### src/rtl/neuron_accumulator.sv
// Accumulates signed ALU results per neuron, applies an activation on the last beat
// and queues results in a FWFT FIFO. Define SAT_ACCUM_EN for saturating accumulation plus sat_flag.
module neuron_accumulator #(
    parameter int nBits = 32,
    parameter int DEPTH = 4,
    parameter int AW    = 2
) (
    input  logic             clk,
    input  logic             reset,
    input  logic             in_valid,
    output logic             in_ready,
    input  logic [nBits-1:0] alu_result,
    input  logic             in_last,
    input  logic [1:0]       act_sel,
    output logic             out_valid,
    input  logic             out_ready,
    output logic [nBits-1:0] out_data,
    output logic [AW:0]      fifo_count
`ifdef SAT_ACCUM_EN
    ,
    output logic             sat_flag
`endif
);

    typedef enum logic [1:0] {ACCUM, ACT, PUSH} state_t;

    localparam logic signed [nBits-1:0] ONE      = {{(nBits-1){1'b0}}, 1'b1};
    localparam logic [AW:0]             FULL_CNT = (AW+1)'(DEPTH);

    state_t                  state, state_nxt;
    logic signed [nBits-1:0] alu_s;
    logic signed [nBits-1:0] acc_p0;
    logic signed [nBits-1:0] sum_p0;
    logic                    first_p0;
    logic [1:0]              act_sel_p0;
    logic signed [nBits-1:0] res_p1;
    logic                    accept, push, pop, full;

    logic [nBits-1:0]        mem [DEPTH];
    logic [AW-1:0]           wr_ptr, rd_ptr;
    logic [AW:0]             count;

`ifdef SAT_ACCUM_EN
    logic                    ovf_p0;

    // Returns {overflow, clamped sum}; overflow only when both operands share a sign the sum lacks.
    function automatic logic [nBits:0] sat_add(input logic signed [nBits-1:0] a,
                                               input logic signed [nBits-1:0] b);
        logic signed [nBits-1:0] s;
        logic                    ovf;
        s   = a + b;
        ovf = (a[nBits-1] == b[nBits-1]) && (s[nBits-1] != a[nBits-1]);
        if (ovf)
            s = a[nBits-1] ? {1'b1, {(nBits-1){1'b0}}} : {1'b0, {(nBits-1){1'b1}}};
        return {ovf, s};
    endfunction
`endif

    function automatic logic signed [nBits-1:0] activate(input logic signed [nBits-1:0] a,
                                                         input logic [1:0] sel);
        case (sel)
            2'b00:   return a;
            2'b01:   return a[nBits-1] ? '0 : a;
            2'b10:   return a[nBits-1] ? '0 : ONE;
            default: return a[nBits-1] ? '1 : ((a == '0) ? '0 : ONE);
        endcase
    endfunction

    assign alu_s  = alu_result;
    assign accept = in_valid && in_ready;
    assign full   = (count == FULL_CNT);
    assign pop    = (count != '0) && out_ready;

`ifdef SAT_ACCUM_EN
    assign {ovf_p0, sum_p0} = sat_add(acc_p0, alu_s);
`else
    assign sum_p0 = acc_p0 + alu_s;
`endif

    always_comb begin
        state_nxt = state;
        in_ready  = 1'b0;
        push      = 1'b0;
        case (state)
            ACCUM: begin
                in_ready = 1'b1;
                if (in_valid && in_last)
                    state_nxt = ACT;
            end
            ACT:  state_nxt = PUSH;
            PUSH: begin
                if (!full) begin
                    push      = 1'b1;
                    state_nxt = ACCUM;
                end
            end
            default: state_nxt = ACCUM;
        endcase
    end

    always_ff @(posedge clk) begin
        if (reset)
            state <= ACCUM;
        else
            state <= state_nxt;
    end

    // p0: accumulate accepted beats
    always_ff @(posedge clk) begin
        if (reset) begin
            acc_p0     <= '0;
            first_p0   <= 1'b1;
            act_sel_p0 <= 2'b00;
        end else begin
            if (accept) begin
                acc_p0   <= first_p0 ? alu_s : sum_p0;
                first_p0 <= 1'b0;
                if (in_last)
                    act_sel_p0 <= act_sel;
            end
            if (push)
                first_p0 <= 1'b1;
        end
    end

    // p1: activation result, held until the FIFO has room
    always_ff @(posedge clk) begin
        if (reset)
            res_p1 <= '0;
        else if (state == ACT)
            res_p1 <= activate(acc_p0, act_sel_p0);
    end

`ifdef SAT_ACCUM_EN
    always_ff @(posedge clk) begin
        if (reset || push)
            sat_flag <= 1'b0;
        else if (accept && !first_p0 && ovf_p0)
            sat_flag <= 1'b1;
    end
`endif

    always_ff @(posedge clk) begin
        if (push)
            mem[wr_ptr] <= res_p1;
    end

    always_ff @(posedge clk) begin
        if (reset) begin
            wr_ptr <= '0;
            rd_ptr <= '0;
            count  <= '0;
        end else begin
            if (push)
                wr_ptr <= wr_ptr + 1'b1;
            if (pop)
                rd_ptr <= rd_ptr + 1'b1;
            case ({push, pop})
                2'b10:   count <= count + 1'b1;
                2'b01:   count <= count - 1'b1;
                default: count <= count;
            endcase
        end
    end

    assign out_valid  = (count != '0);
    assign out_data   = out_valid ? mem[rd_ptr] : '0;
    assign fifo_count = count;

endmodule

### config.mk
export PLATFORM = sky130hd
export DESIGN_NAME = neuron_accumulator
export DESIGN_NICKNAME = d
export VERILOG_FILES = /design/src/rtl/neuron_accumulator.sv
export SDC_FILE = /design/constraint.sdc
export NUM_CORES = 1
export LEC_CHECK = 0
export ABC_AREA = 1
export BUFFER_PORTS_ARGS = -buffer_cell sky130_fd_sc_hd__buf_2
export CORE_MARGIN = 5
export CORE_UTILIZATION = 61
export CTS_CLUSTER_DIAMETER = 80
export DETAILED_ROUTE_END_ITERATION = 12
export PLACE_DENSITY_LB_ADDON = 0.05
export SLEW_MARGIN = 20
export SYNTH_ARGS = -nofsm -noshare
export SYNTH_HDL_FRONTEND = slang
export SYNTH_SLANG_ARGS = --single-unit
### constraint.sdc
create_clock -name clk -period 3 [get_ports clk]
set_input_delay 0.9 -clock clk [delete_from_list [all_inputs] [get_ports clk]]
set_output_delay 0.9 -clock clk [all_outputs]
set_load 0.05 [all_outputs]
# --- Word-level counts from Yosys, hierarchy flattened ---
# Memories as Yosys holds them, arrays and structs flattened. A register that Yosys moved wholly into a read port is not among the register bits.
# Index checks and enable logic that the tools add are counted.
totals:
  regBits: 76
  ramBits: 128
  out_inout_bits: 37
  wordCells: 52
  mem_count: 1
mem_list:
  columns: ["name", "depth", "width", "read_ports", "rd_ports_with_merged_regs", "write_ports", "line_no", "rtl"]
  rows:
  - ["mem", 4, 32, 1, 1, 1, "39", "logic [nBits-1:0] mem [DEPTH];"]
op_classes:
  addsub: 5
  eq_ne: 9
  mux: 18
  reduce_logical: 11
ops:
  columns: ["op", "n"]
  rows:
  - ["two-way mux 32 bit", 3]
  - ["one-hot mux 32 bit (3 select lines)", 1]
  - ["adder 32 bit", 1]
  - ["zero test 32 bit", 1]
  - ["two-way mux 31 bit", 1]
  - ["two-way mux 2 bit", 4]
  - ["two-way mux 1 bit", 7]
  - ["equality test 2 x 1 -> 1 bit, second input constant", 3]
  - ["equality test 2 bit, second input constant", 3]
  - ["one-hot mux 2 bit (3 select lines)", 1]
  - ["one-hot mux 3 bit (2 select lines)", 1]
  - ["adder 2 x 1 -> 2 bit, second input constant", 2]
  - ["zero test 2 bit", 2]
  - ["inequality test 2 bit, second input constant", 2]
  - ["AND reduction 2 bit", 2]
  - ["adder 3 x 1 -> 3 bit, second input constant", 1]
  - ["equality test 3 bit, second input constant", 1]
  - ["logical AND 1 bit", 3]
  - ["nonzero test 3 bit", 1]
  - ["subtractor 3 x 1 -> 3 bit, second input constant", 1]
  - ["nonzero test 2 bit", 1]
  - ["OR reduction 2 bit", 1]

# --- Depth between registers and ports, before layout ---
# Gate-level depths: netlist (run 1).
logic_depth:
  word_depth: 5
  ltp_mapped: 13
  ltp_nobuf: 13

# --- Least setup slack after synthesis (run 1) ---
# No wires, ideal clock.
synth_timing:
  path_type: "register -> register"
  start: "register count[0], in the netlist fifo_count[0]"
  end: "memory mem[0][0] (enable)"
  arrival_time_ns: 2.598
  required_ns: 2.579
  setup_slack_ns: -0.019
  path_stages_with_launch: 5
  n_path_buf: 0
  path_cell_list: "dfxtp_1 nor3_1 nor3_1 inv_2 nor2_1"
synth_between:
  elab_chain_cells: 5
synth_lines:
  columns: ["item", "line_no", "rtl"]
  rows:
  - ["from (decl)", "41", "logic [AW:0] count;"]
  - ["from (signal assigned)", "159", "2'b10: count <= count + 1'b1;"]
  - ["from (signal assigned)", "160", "2'b01: count <= count - 1'b1;"]
  - ["from (signal assigned)", "161", "default: count <= count;"]
  - ["equality test 3 bit", "71", "assign full = (count == FULL_CNT);"]
  - ["two-way mux 1 bit", "92", "if (!full) begin"]
  - ["two-way mux 1 bit", "84", "case (state)"]
  - ["two-way mux 1 bit", "144", "if (push)"]
  - ["two-way mux 1 bit (not written as such)", "145", "mem[wr_ptr] <= res_p1;"]
  - ["to (decl)", "39", null]
# No other way between the ends.

==> metrics.md, run 1 <==
| Metric | Value |
|---|---|
| Slew @ Worst Pin | `approximately 0.93 ns` |
| RSZ-0062 raised after global routing | `false` |
| GRT Util Overall | `24.5%` |
| Largest net degree at the start of global routing | `52` |
| CP Capture Type | `output pin` |
| Minimum clock period | `about 2.8 ns` |
| Fmax | `between 0.3 and 0.4 GHz` |
| Setup Skew | `0.00693 ns` |
| Final net count | `approximately 1500` |
| Clk slew on worst S/H paths | `approximately 0.06 ns` |
| Fin crit share | `94.7%` |
| Mean routed wirelength per cell | `between 15 and 20 um` |
| CP max FO | `40` |
| Met3 wire length | `between 1000 and 1500 um` |
| Grt total ovfl | `0` |
| Most frequent cells after synthesis | `nand2_1, nor2_1, inv_1` |
| Final Power | `approximately 8.1 mW` |
| Crit Path Category | `reg2out` |
| Die ar. | `0.0201 mm2` |
| Clock Latency Late Sink | `approximately 0.48 ns` |
| FF+latch count, synth | `206` |
| Final hold vios | `0` |
| Initial DRC Count | `483` |
| DRT Pass-1 Iters | `5` |
| Maxcap violations | `0` |
| Placed cell count | `about 1600` |
| Startpoint type of the worst setup path | `flip-flop` |
| Slowest-stage cell, CP | `dfxtp_2` |
| Ant. Diodes | `0` |
| Top post-synthesis cells by area | `edfxtp_1, dfxtp_1, nand2_1` |
| Pwr dens | `slightly below 700 mW/mm2` |
| Final Slew Violations | `0` |
| Simple-Gate Fraction of Synth Area | `a little under a quarter` |
| Synth cell types | `34` |
| Vias/cell | `between 5 and 6` |
| CTS H-tree depth | `1` |
| Synth Area in Adders | `4.62%` |
| Die X | `~140 um` |
| Port Buffers | `75` |
| Synthesized area per cell | `8.05 um2` |
| Rows | `48` |
| Post-synthesis sequential area ratio | `between 50% and 60%` |
| Xor/xnor share of the synthesized area | `between 1 and 1.5%` |
| Synth area leader | `edfxtp_1` |
| Final TNS setup | `0 ns` |
| Total core area | `0.0172 mm2` |
| Die Span Y | `142 um` |
| Hold Path Class | `reg2reg` |
| Most frequent cell after synthesis | `nand2_1` |
| Synth Warn # | `0` |
| CP arrival | `between 1.5 and 2 ns` |
| # setup viols final | `0` |
| WP data required | `approximately 2.1 ns` |
| HPWL after DPL | `between 15000 and 20000 um` |
| Dominant synthesized flop cell | `edfxtp_1` |
| Yosys top cell area share | `around 36%` |
| Fill cells | `1427` |
| EDFF count, synth | `between 100 and 150` |
| Final GP Congestion | `just under 1` |
| First-pass GRT wire length | `~40000 um` |
| Synth Area in Compound Gates | `a little over an eighth` |
| Highest Signal Layer | `met4` |
| Clock Tree Root | `clkbuf_16` |
| CTS tree | `done` |
| Worst-path cell chain | `buf_6 -> nor2_1 -> nor2_1 -> o21ai_0 -> a21oi_1 -> buf_2` |
| Hold Slack | `around 0.49 ns` |
| Worst vdd ir | `between 0.4 and 0.5 mV` |
| CTS max path bufs | `3` |
| Synthesized cell area | `0.0106 mm2` |
| Status | `complete, no violations` |
| Met1 WL | `between 10000 and 15000 um` |
| Layout area overhead | `12.6%` |
| Post-synthesis async set-or-reset flop share | `0%` |
| Slew margin rel. | `38.0%` |
| CTS Hold Bufs | `0` |
| Fraction of layout cells with a size suffix above 1 | `roughly an eighth` |
| Initial antenna violation count | `0` |
| Num CTS Buffers | `22` |
| Initial core utilization | `about three fifths` |
| Cells after Synth | `1318` |
| LEAKAGE | `roughly 5.2 nW` |
| Ports | `76` |
| Post-route ant nets | `0` |
| Syn_nets | `1395` |
| Via count | `slightly below 9000` |
| Mux contribution to synthesized area | `0%` |
| Max incr delay on CP | `0.37 ns` |
| # DRC | `0` |
| Clock sink count | `approximately 200` |
| CP most frequent cell | `nor2_1` |
| Non-filler instance count after layout | `around 1600` |
| Vias in the first global route | `8136` |
| Routed met2 length | `roughly 12000 um` |
| WL final | `24500 um` |
| Main combinational cell family by area after synthesis | `simple AND/OR/NAND/NOR gates` |
## worst paths after layout
kind,from,to,slack (ns),depth (start not counted)
max,flip-flop,out_data[8],0.16,6
max reg2reg,fifo_count[2]$_SDFFE_PP0P_,fifo_count[2]$_SDFFE_PP0P_,0.69,11
min,res_p1[27]$_SDFFE_PP0N_,mem[1][27]$_DFFE_PP_,0.49,0
min reg2reg,res_p1[27]$_SDFFE_PP0N_,mem[1][27]$_DFFE_PP_,0.49,0
## cell usage in the layout (no fill, tap or decap), types with 17 or more instances in the layout
cell type / netlist / layout
buf_2: 10 / 74
a21oi_1: 125 / 124
inv_1: 133 / 133
nand2_2: 17 / 17
clkbuf_16: 0 / 23
o21ai_0: 116 / 116
ha_1: 36 / 36
edfxtp_1: 128 / 128
nand3_1: 42 / 42
nand2_1: 293 / 293
dfxtp_1: 78 / 77
nor2_1: 215 / 210
## power breakdown
| group | internal [mW] | total (mW) | leakage, nW | switching [mW] |
|---|---|---|---|---|
| clock network | 1.58 | 2.63 | 0.346 | 1.05 |
| logic | 0.594 | 2.28 | 3.15 | 1.68 |
| registers | 3.10 | 3.22 | 1.72 | 0.123 |
| total | 5.28 | 8.13 | 5.22 | 2.86 |
## cell families after synthesis
logic type	count (synthesis)
fa+ha+maj	38
compound gates	267
xor+xnor	14
flops	206
buf+inv	194
simple gates	599
## flip-flops by register name, summed over array words and instances, names as in the netlist, named ones only
| register | count |
|---|---|
| mem | 128 |
| acc_p0 | 32 |
| res_p1 | 32 |
| fifo_count | 3 |
| act_sel_p0 | 2 |
| rd_ptr | 2 |
| state | 2 |
| wr_ptr | 2 |
| first_p0 | 1 |
## what timing repair did
action,CTS,global route
buffers inserted,0,0
resized for setup,1,3
setup endpoints to repair,16,6
## stage by stage
stage               utilization [%]  cell area [um2]  setup slack, ns
global placement               65.3            11200            0.267
floorplan                         -            10600          -0.0190
detailed placement             65.3            11200            0.257
CTS                            69.5            11900           0.0580
finish                         69.6            11900            0.159
global route                   69.6            11900           0.0309
## worst max-delay path, delay by kind of cell (launching register included)
kind | cells | cell delay (ns)
flip-flops | 1 | 0.37
AND/OR/NAND/NOR | 2 | 0.19
AO/OA/AOI/OAI | 2 | 0.29
buffers and inverters | 2 | 0.60
## per-layer routing
| metal | vias to the layer above | GRT usage (%) |
|---|---|---|
| met5 | - | 0 |
| met4 | 0 | 5.71 |
| met3 | 33 | 1.82 |
| met2 | 202 | 42.5 |
| met1 | 3982 | 33.7 |
| li1 | 4472 | - |
## cell type report
cell class	instances	area (um2)	area share, %
Clock buffer	26	587	4.91
Clock inverter	14	130	1.09
Inverter	141	531	4.44
Multi-Input combinational cell	918	4490	37.6
Sequential cell	206	5410	45.2
Tap cell	225	282	2.36
Timing Repair Buffer	92	526	4.40
No activity file was read; power rests on OpenSTA's default activity.
==> inputs of run 2 (changes only) <==
Settings changed: REMOVE_ABC_BUFFERS set to 1.
==> metrics.md, run 2 (same netlist as run 1, synthesis figures left out) <==
| Metric | Value |
|---|---|
| Status | `complete, no violations` |
| Vias/cell | `5.37` |
| Ports | `between 70 and 80` |
| Vias in the first global route | `8246` |
| CP Capture Type | `output pin` |
| Minimum clock period | `approximately 2.9 ns` |
| Commonest non-fill, non-tap cell in the layout | `nand2_1` |
| Num CTS Buffers | `22` |
| First-pass GRT wire length | `~40000 um` |
| Final GP Congestion | `between 0.9 and 1` |
| Slew margin rel. | `between 40% and 50%` |
| # DRC | `0` |
| Mean routed wirelength per cell | `between 10 and 15 um` |
| CP most frequent cell | `nor2_1` |
| Reg-to-reg critical path startpoint | `fifo_count[2]$_SDFFE_PP0P_` |
| Initial antenna violation count | `0` |
| Utilization of the core after routing | `between 60% and 70%` |
| Clock Tree Root | `clkbuf_16` |
| Max incr delay on CP | `between 0.4 and 0.5 ns` |
| Slowest-stage cell, CP | `dfxtp_4` |
| Grt total ovfl | `0` |
| Worst-path cell chain | `buf_4 -> nor2_1 -> nor2_1 -> o21ai_0 -> a21oi_1 -> buf_2` |
| Dpl ws | `between 0.2 and 0.25 ns` |
| Layout area overhead | `12.9%` |
| # setup viols final | `0` |
| Port Buffers | `75` |
| Register area | `0.00541 mm2` |
| DRT Pass-1 Iters | `5` |
| Hold Path Class | `reg2reg` |
| Fin crit share | `96.0%` |
| CTS Hold Bufs | `0` |
| LEAKAGE | `about 5.2 nW` |
| Ant. Diodes | `0` |
| Startpoint type of the worst setup path | `flip-flop` |
| Slew @ Worst Pin | `between 0.8 and 0.9 ns` |
| CTS H-tree depth | `1` |
| R2R Path End | `fifo_count[2]$_SDFFE_PP0P_` |
| Top flop regs | `mem x128, acc_p0 x32, res_p1 x32` |
| Setup Skew | `about 0.016 ns` |
| Hold Slack | `0.478 ns` |
| CP endpoint | `out_data[26]` |
| CP max FO | `15` |
| GRT Util Overall | `about a quarter` |
| Die Span Y | `roughly 140 um` |
| Final hold vios | `0` |
| Max FFs per register | `around 130` |
| Worst R2R Path Depth | `11` |
| Rows | `48` |
| Final Slew Violations | `0` |
| Clock Latency Late Sink | `a little over 0.5 ns` |
| Initial core utilization | `61.8%` |
| Worst R2R Setup Slack | `roughly 0.76 ns` |
| Final net count | `~1500` |
| WL final | `about 24000 um` |
| Worst vdd ir | `0.438 mV` |
| Maxcap violations | `0` |
| Initial DRC Count | `between 500 and 600` |
| Clock sink count | `roughly 200` |
| Commonest non-fill, non-tap cells in the layout | `nand2_1, nor2_1, inv_1, edfxtp_1, a21oi_1` |
| WP data required | `2.10 ns` |
| CP arrival | `1.98 ns` |
| Crit Path Category | `reg2out` |
| Area of the multi-input gates | `about 0.0045 mm2` |
| CTS tree | `done` |
| GRT met2 Usage | `approximately 43%` |
| Total core area | `0.0172 mm2` |
| Met3 Usage GRT | `3.20%` |
| Top reg by flops | `mem` |
| Fmax | `~0.35 GHz` |
| Via count | `8718` |
| Fill cells | `about 1400` |
| Fraction of layout cells with a size suffix above 1 | `a little over an eighth` |
| RSZ-0062 raised after global routing | `false` |
| Die ar. | `roughly 0.02 mm2` |
| Grt met1 use | `between 30% and 40%` |
| HPWL after DPL | `16700 um` |
| Fin worst setup slack | `roughly 0.12 ns` |
| Die X | `around 140 um` |
| Pwr dens | `684 mW/mm2` |
| GRT busiest layer | `met2` |
| CTS max path bufs | `3` |
| Largest net degree at the start of global routing | `52` |
| Post-route ant nets | `0` |
| Clk slew on worst S/H paths | `0.06 ns` |
==> run 2: changes by cell type in the layout (fill, tap and decap cells not counted), moves of 2 or more <==
cell / delta
buf_4: +4
buf_6: -2
clkbuf_8: +2
clkinv_1: -4
clkinv_2: +2
clkinvlp_4: +2
inv_6: -3
==> run 2: worst min-delay path by stage <==
stage	endpoint	slack [ns]	depth (start not counted)	start
after floorplan	flip-flop	0.44	2	rd_ptr[1]$_SDFFE_PP0P_
after global placement	rd_ptr[1]$_SDFFE_PP0P_	0.46	2	rd_ptr[1]$_SDFFE_PP0P_
after detailed placement	flip-flop	0.46	2	rd_ptr[1]$_SDFFE_PP0P_
after CTS	rd_ptr[1]$_SDFFE_PP0P_	0.48	2	rd_ptr[1]$_SDFFE_PP0P_
after global routing	mem[1][26]$_DFFE_PP_	0.51	0	res_p1[26]$_SDFFE_PP0N_
final	rd_ptr[1]$_SDFFE_PP0P_	0.48	2	rd_ptr[1]$_SDFFE_PP0P_
==> run 2: worst max-delay path, delay by kind of cell, from the launching register on <==
kind,cells,cell delay (ns)
DFF,1,0.45
and+or+nand+nor,2,0.16
AOI/OAI and AO/OA,2,0.32
buffers and inverters,2,0.55
==> run 2: what timing repair did <==
item | CTS | global route
setup endpoints to repair | 26 | 26
resized for setup | 4 | 3
buffers inserted | 0 | 1
==> run 2: per-stage QoR <==
step	instances	setup TNS, ns	power [mW]	cell area (um2)
2_1_floorplan	1265	-40.08	4.90	10400
3_3_place_gp	1583	0	5.53	11200
3_5_place_dp	1583	0	5.55	11200
4_1_cts	1623	0	8.24	12000
5_1_grt	1624	0	8.61	12000
6_report	1624	0	8.19	12000
==> run 2: area by class of cell <==
type / count / area share (%)
Sequential cell: 206 / 45.2
Multi-Input combinational cell: 918 / 37.5
Clock buffer: 28 / 4.95
Timing Repair Buffer: 94 / 4.51
Inverter: 141 / 4.47
Tap cell: 225 / 2.35
Clock inverter: 12 / 1.09
==> run 2: power by group <==
group,total (mW),switching (mW),internal [mW]
clock,2.68,1.09,1.58
sequential,3.23,0.132,3.10
combinational,2.28,1.67,0.609
==> run 2: metal layers <==
metal | share of wire (%) | vias to the layer above
li1 | - | 4458
met1 | 44 | 3994
met2 | 49 | 228
met3 | 5.0 | 38
met4 | 2.7 | 0
met5 | 0 | -
==> inputs of run 3 (changes only) <==
Settings changed: ABC_AREA 1 to not set, CORE_UTILIZATION 61 to 60, CTS_CLUSTER_DIAMETER 80 to 100.
==> metrics.md, run 3 <==
| Metric | Value |
|---|---|
| Status | `complete, no violations` |
| Total core area | `about 0.016 mm2` |
| Dominant synthesized flop cell | `edfxtp_1` |
| FF+latch count, synth | `206` |
| Die ar. | `0.0189 mm2` |
| Mean routed wirelength per cell | `roughly 20 um` |
| DRT Pass-1 Iters | `5` |
| Post-route ant nets | `0` |
| Final Slew Violations | `0` |
| GRT busiest layer | `met2` |
| Xor/xnor share of the synthesized area | `roughly 3.0%` |
| CP max FO | `13` |
| Synth Warn # | `0` |
| Fmax | `0.339 GHz` |
| Top reg by flops | `mem` |
| Initial core utilization | `between 60% and 70%` |
| Via count | `between 7000 and 8000` |
| Die Span Y | `~140 um` |
| Cells after Synth | `~840` |
| Synth area leader | `edfxtp_1` |
| GRT met2 Usage | `between 40% and 50%` |
| CP Capture Type | `output pin` |
| Worst vdd ir | `0.436 mV` |
| Worst R2R Path Depth | `10` |
| Grt met1 use | `around 36%` |
| RSZ-0062 raised after global routing | `true` |
| Minimum clock period | `approximately 3.0 ns` |
| Port Buffers | `between 70 and 80` |
| Vias/cell | `5.87` |
| Max FFs per register | `about 130` |
| CTS max path bufs | `3` |
| Final std cell area, no fill | `between 0.01 and 0.015 mm2` |
| Post-synthesis async set-or-reset flop share | `0%` |
| Worst R2R Setup Slack | `roughly 0.29 ns` |
| Hold Path Class | `reg2reg` |
| Synth Area in Compound Gates | `about 12%` |
| Most frequent cells after synthesis | `edfxtp_1, nor2_1, dfxtp_1` |
| CTS tree | `done` |
| Synth Area in Adders | `about 5%` |
| Clock Latency Late Sink | `roughly 0.5 ns` |
| Final hold vios | `0` |
| # setup viols final | `0` |
| Post-synthesis sequential area ratio | `55.5%` |
| Mux contribution to synthesized area | `slightly above 8%` |
| Slew margin rel. | `~38%` |
| CP arrival | `2.05 ns` |
| GRT Util Overall | `~26%` |
| EDFF count, synth | `128` |
| Simple-Gate Fraction of Synth Area | `13.3%` |
| R2R Path End | `acc_p0[31]$_SDFFE_PP0P_` |
| Main combinational cell family by area after synthesis | `simple AND/OR/NAND/NOR gates` |
| Synthesized area per cell | `about 12 um2` |
| HPWL after DPL | `~15000 um` |
| Pwr dens | `625 mW/mm2` |
| Rows | `46` |
| Area of the multi-input gates | `0.00412 mm2` |
| CP endpoint | `out_data[18]` |
| Setup Skew | `between 0.015 and 0.02 ns` |
| Clk slew on worst S/H paths | `roughly 0.060 ns` |
| Synth cell types | `58` |
| Commonest non-fill, non-tap cell in the layout | `edfxtp_1` |
| Maxcap violations | `0` |
| Initial antenna violation count | `0` |
| Most frequent cell after synthesis | `edfxtp_1` |
| CTS H-tree depth | `1` |
| Fraction of layout cells with a size suffix above 1 | `between 20% and 30%` |
| LEAKAGE | `4.57 nW` |
| Met3 Usage GRT | `under 10%` |
| CTS Hold Bufs | `0` |
| Clock Tree Root | `clkbuf_16` |
| Clock sink count | `206` |
| Fill cells | `around 1100` |
| Ports | `76` |
| Die X | `around 140 um` |
| WP data required | `~2.1 ns` |
| Post-DP Area | `approximately 0.011 mm2` |
| Grt total ovfl | `0` |
| Initial DRC Count | `~500` |
| Top post-synthesis cells by area | `edfxtp_1, dfxtp_1, mux4_2` |
| Crit Path Category | `reg2out` |
| Final GP Congestion | `between 0.8 and 0.9` |
| Layout area overhead | `19.6%` |
| Final net count | `approximately 1100` |
| Startpoint type of the worst setup path | `flip-flop` |
| Largest net degree at the start of global routing | `36` |
| WL final | `23800 um` |
| First-pass GRT wire length | `around 38000 um` |
| Fin crit share | `between 90% and 100%` |
| # DRC | `0` |
| Reg-to-reg critical path startpoint | `acc_p0[21]$_SDFFE_PP0P_` |
| Commonest non-fill, non-tap cells in the layout | `edfxtp_1, nor2_1, buf_4, dfxtp_1, buf_2` |
| Yosys top cell area share | `39.5%` |
| Register area | `about 0.0054 mm2` |
| Synthesized cell area | `between 0.009 and 0.01 mm2` |
| Num CTS Buffers | `22` |
| Slew @ Worst Pin | `just over 0.9 ns` |
| Top flop regs | `mem x128, acc_p0 x32, res_p1 x32` |
| Ant. Diodes | `0` |
| Final Power | `approximately 7.3 mW` |
| Vias in the first global route | `approximately 7000` |
run 3: cell count changes in the layout (fill, tap and decap cells not counted), moves of 14 or more:
cell,before,now
buf_4,18,84
inv_1,132,14
nor2_1,211,85
nand2_2,17,1
a21o_1,2,16
nor3_1,4,37
o21ai_0,116,40
a21oi_1,124,72
nand3_1,42,7
and2_1,1,38
xnor2_1,3,18
mux4_2,0,32
nand2_1,293,49
run 3: worst min-delay path by stage:
stage	to	depth (start not counted)	start	slack, ns
detailed placement	mem[3][24]$_DFFE_PP_	0	res_p1[24]$_SDFFE_PP0N_	0.49
global placement	mem[1][26]$_DFFE_PP_	0	res_p1[26]$_SDFFE_PP0N_	0.47
CTS	mem[3][18]$_DFFE_PP_	0	res_p1[18]$_SDFFE_PP0N_	0.50
finish	mem[3][18]$_DFFE_PP_	0	res_p1[18]$_SDFFE_PP0N_	0.49
global route	mem[1][26]$_DFFE_PP_	0	res_p1[26]$_SDFFE_PP0N_	0.52
floorplan	acc_p0[16]$_SDFFE_PP0P_	2	acc_p0[16]$_SDFFE_PP0P_	0.46
run 3: stage by stage:
step | setup TNS, ns | utilization (%) | setup slack (ns) | cells | hold WS [ns]
2_1_floorplan | -10.51 | - | -0.313 | 792 | 0.456
3_3_place_gp | -3.49 | 68.3 | -0.465 | 1167 | 0.470
3_5_place_dp | -3.93 | 68.3 | -0.478 | 1167 | 0.488
4_1_cts | 0 | 73.0 | 0.0184 | 1209 | 0.501
5_1_grt | -0.0104 | 73.3 | -0.0104 | 1210 | 0.517
6_report | 0 | 73.3 | 0.0489 | 1210 | 0.493
run 3: area by class of cell:
type	count	share of cell area (%)
Sequential cell	206	46.5
Multi-Input combinational cell	572	35.4
Timing Repair Buffer	162	9.12
Clock buffer	26	4.86
Tap cell	216	2.32
Clock inverter	14	1.34
Inverter	14	0.452
run 3: power by group:
group	switching (mW)	internal, mW
logic	0.790	0.571
clock network	1.09	1.61
registers	0.113	3.09
run 3: worst max-delay path, cell delays in order, from the launching register on:
cell	delay, ns
dfxtp_4	0.40
buf_12	0.18
mux4_2	0.55
and2_1	0.19
buf_2	0.21
run 3: routing by layer:
metal / vias to the layer above / part of all wire [%] / wire (um)
met5: - / 0 / 0
met3: 39 / 5.7 / 1350
li1: 3409 / - / -
met2: 217 / 49 / 11600
met4: 0 / 2.4 / 571
met1: 3438 / 43 / 10200
run 3: logic make-up (layout without fill, tap and decap cells):
logic type	after synthesis	count (layout)
AND/OR/NAND/NOR	266	266
AO/OA/AOI/OAI	195	195
flip-flops	206	206
buffers and inverters	63	216
adder cells (fa/ha/maj)	38	38
XOR/XNOR	33	33
multiplexers	40	40
run 3: timing repair:
action / CTS / global route
setup endpoints to repair: 22 / 6
buffers inserted: 2 / 1
resized for setup: 3 / 8
pin swaps: 0 / 5
endpoints found under the hold margin: 0 / 0
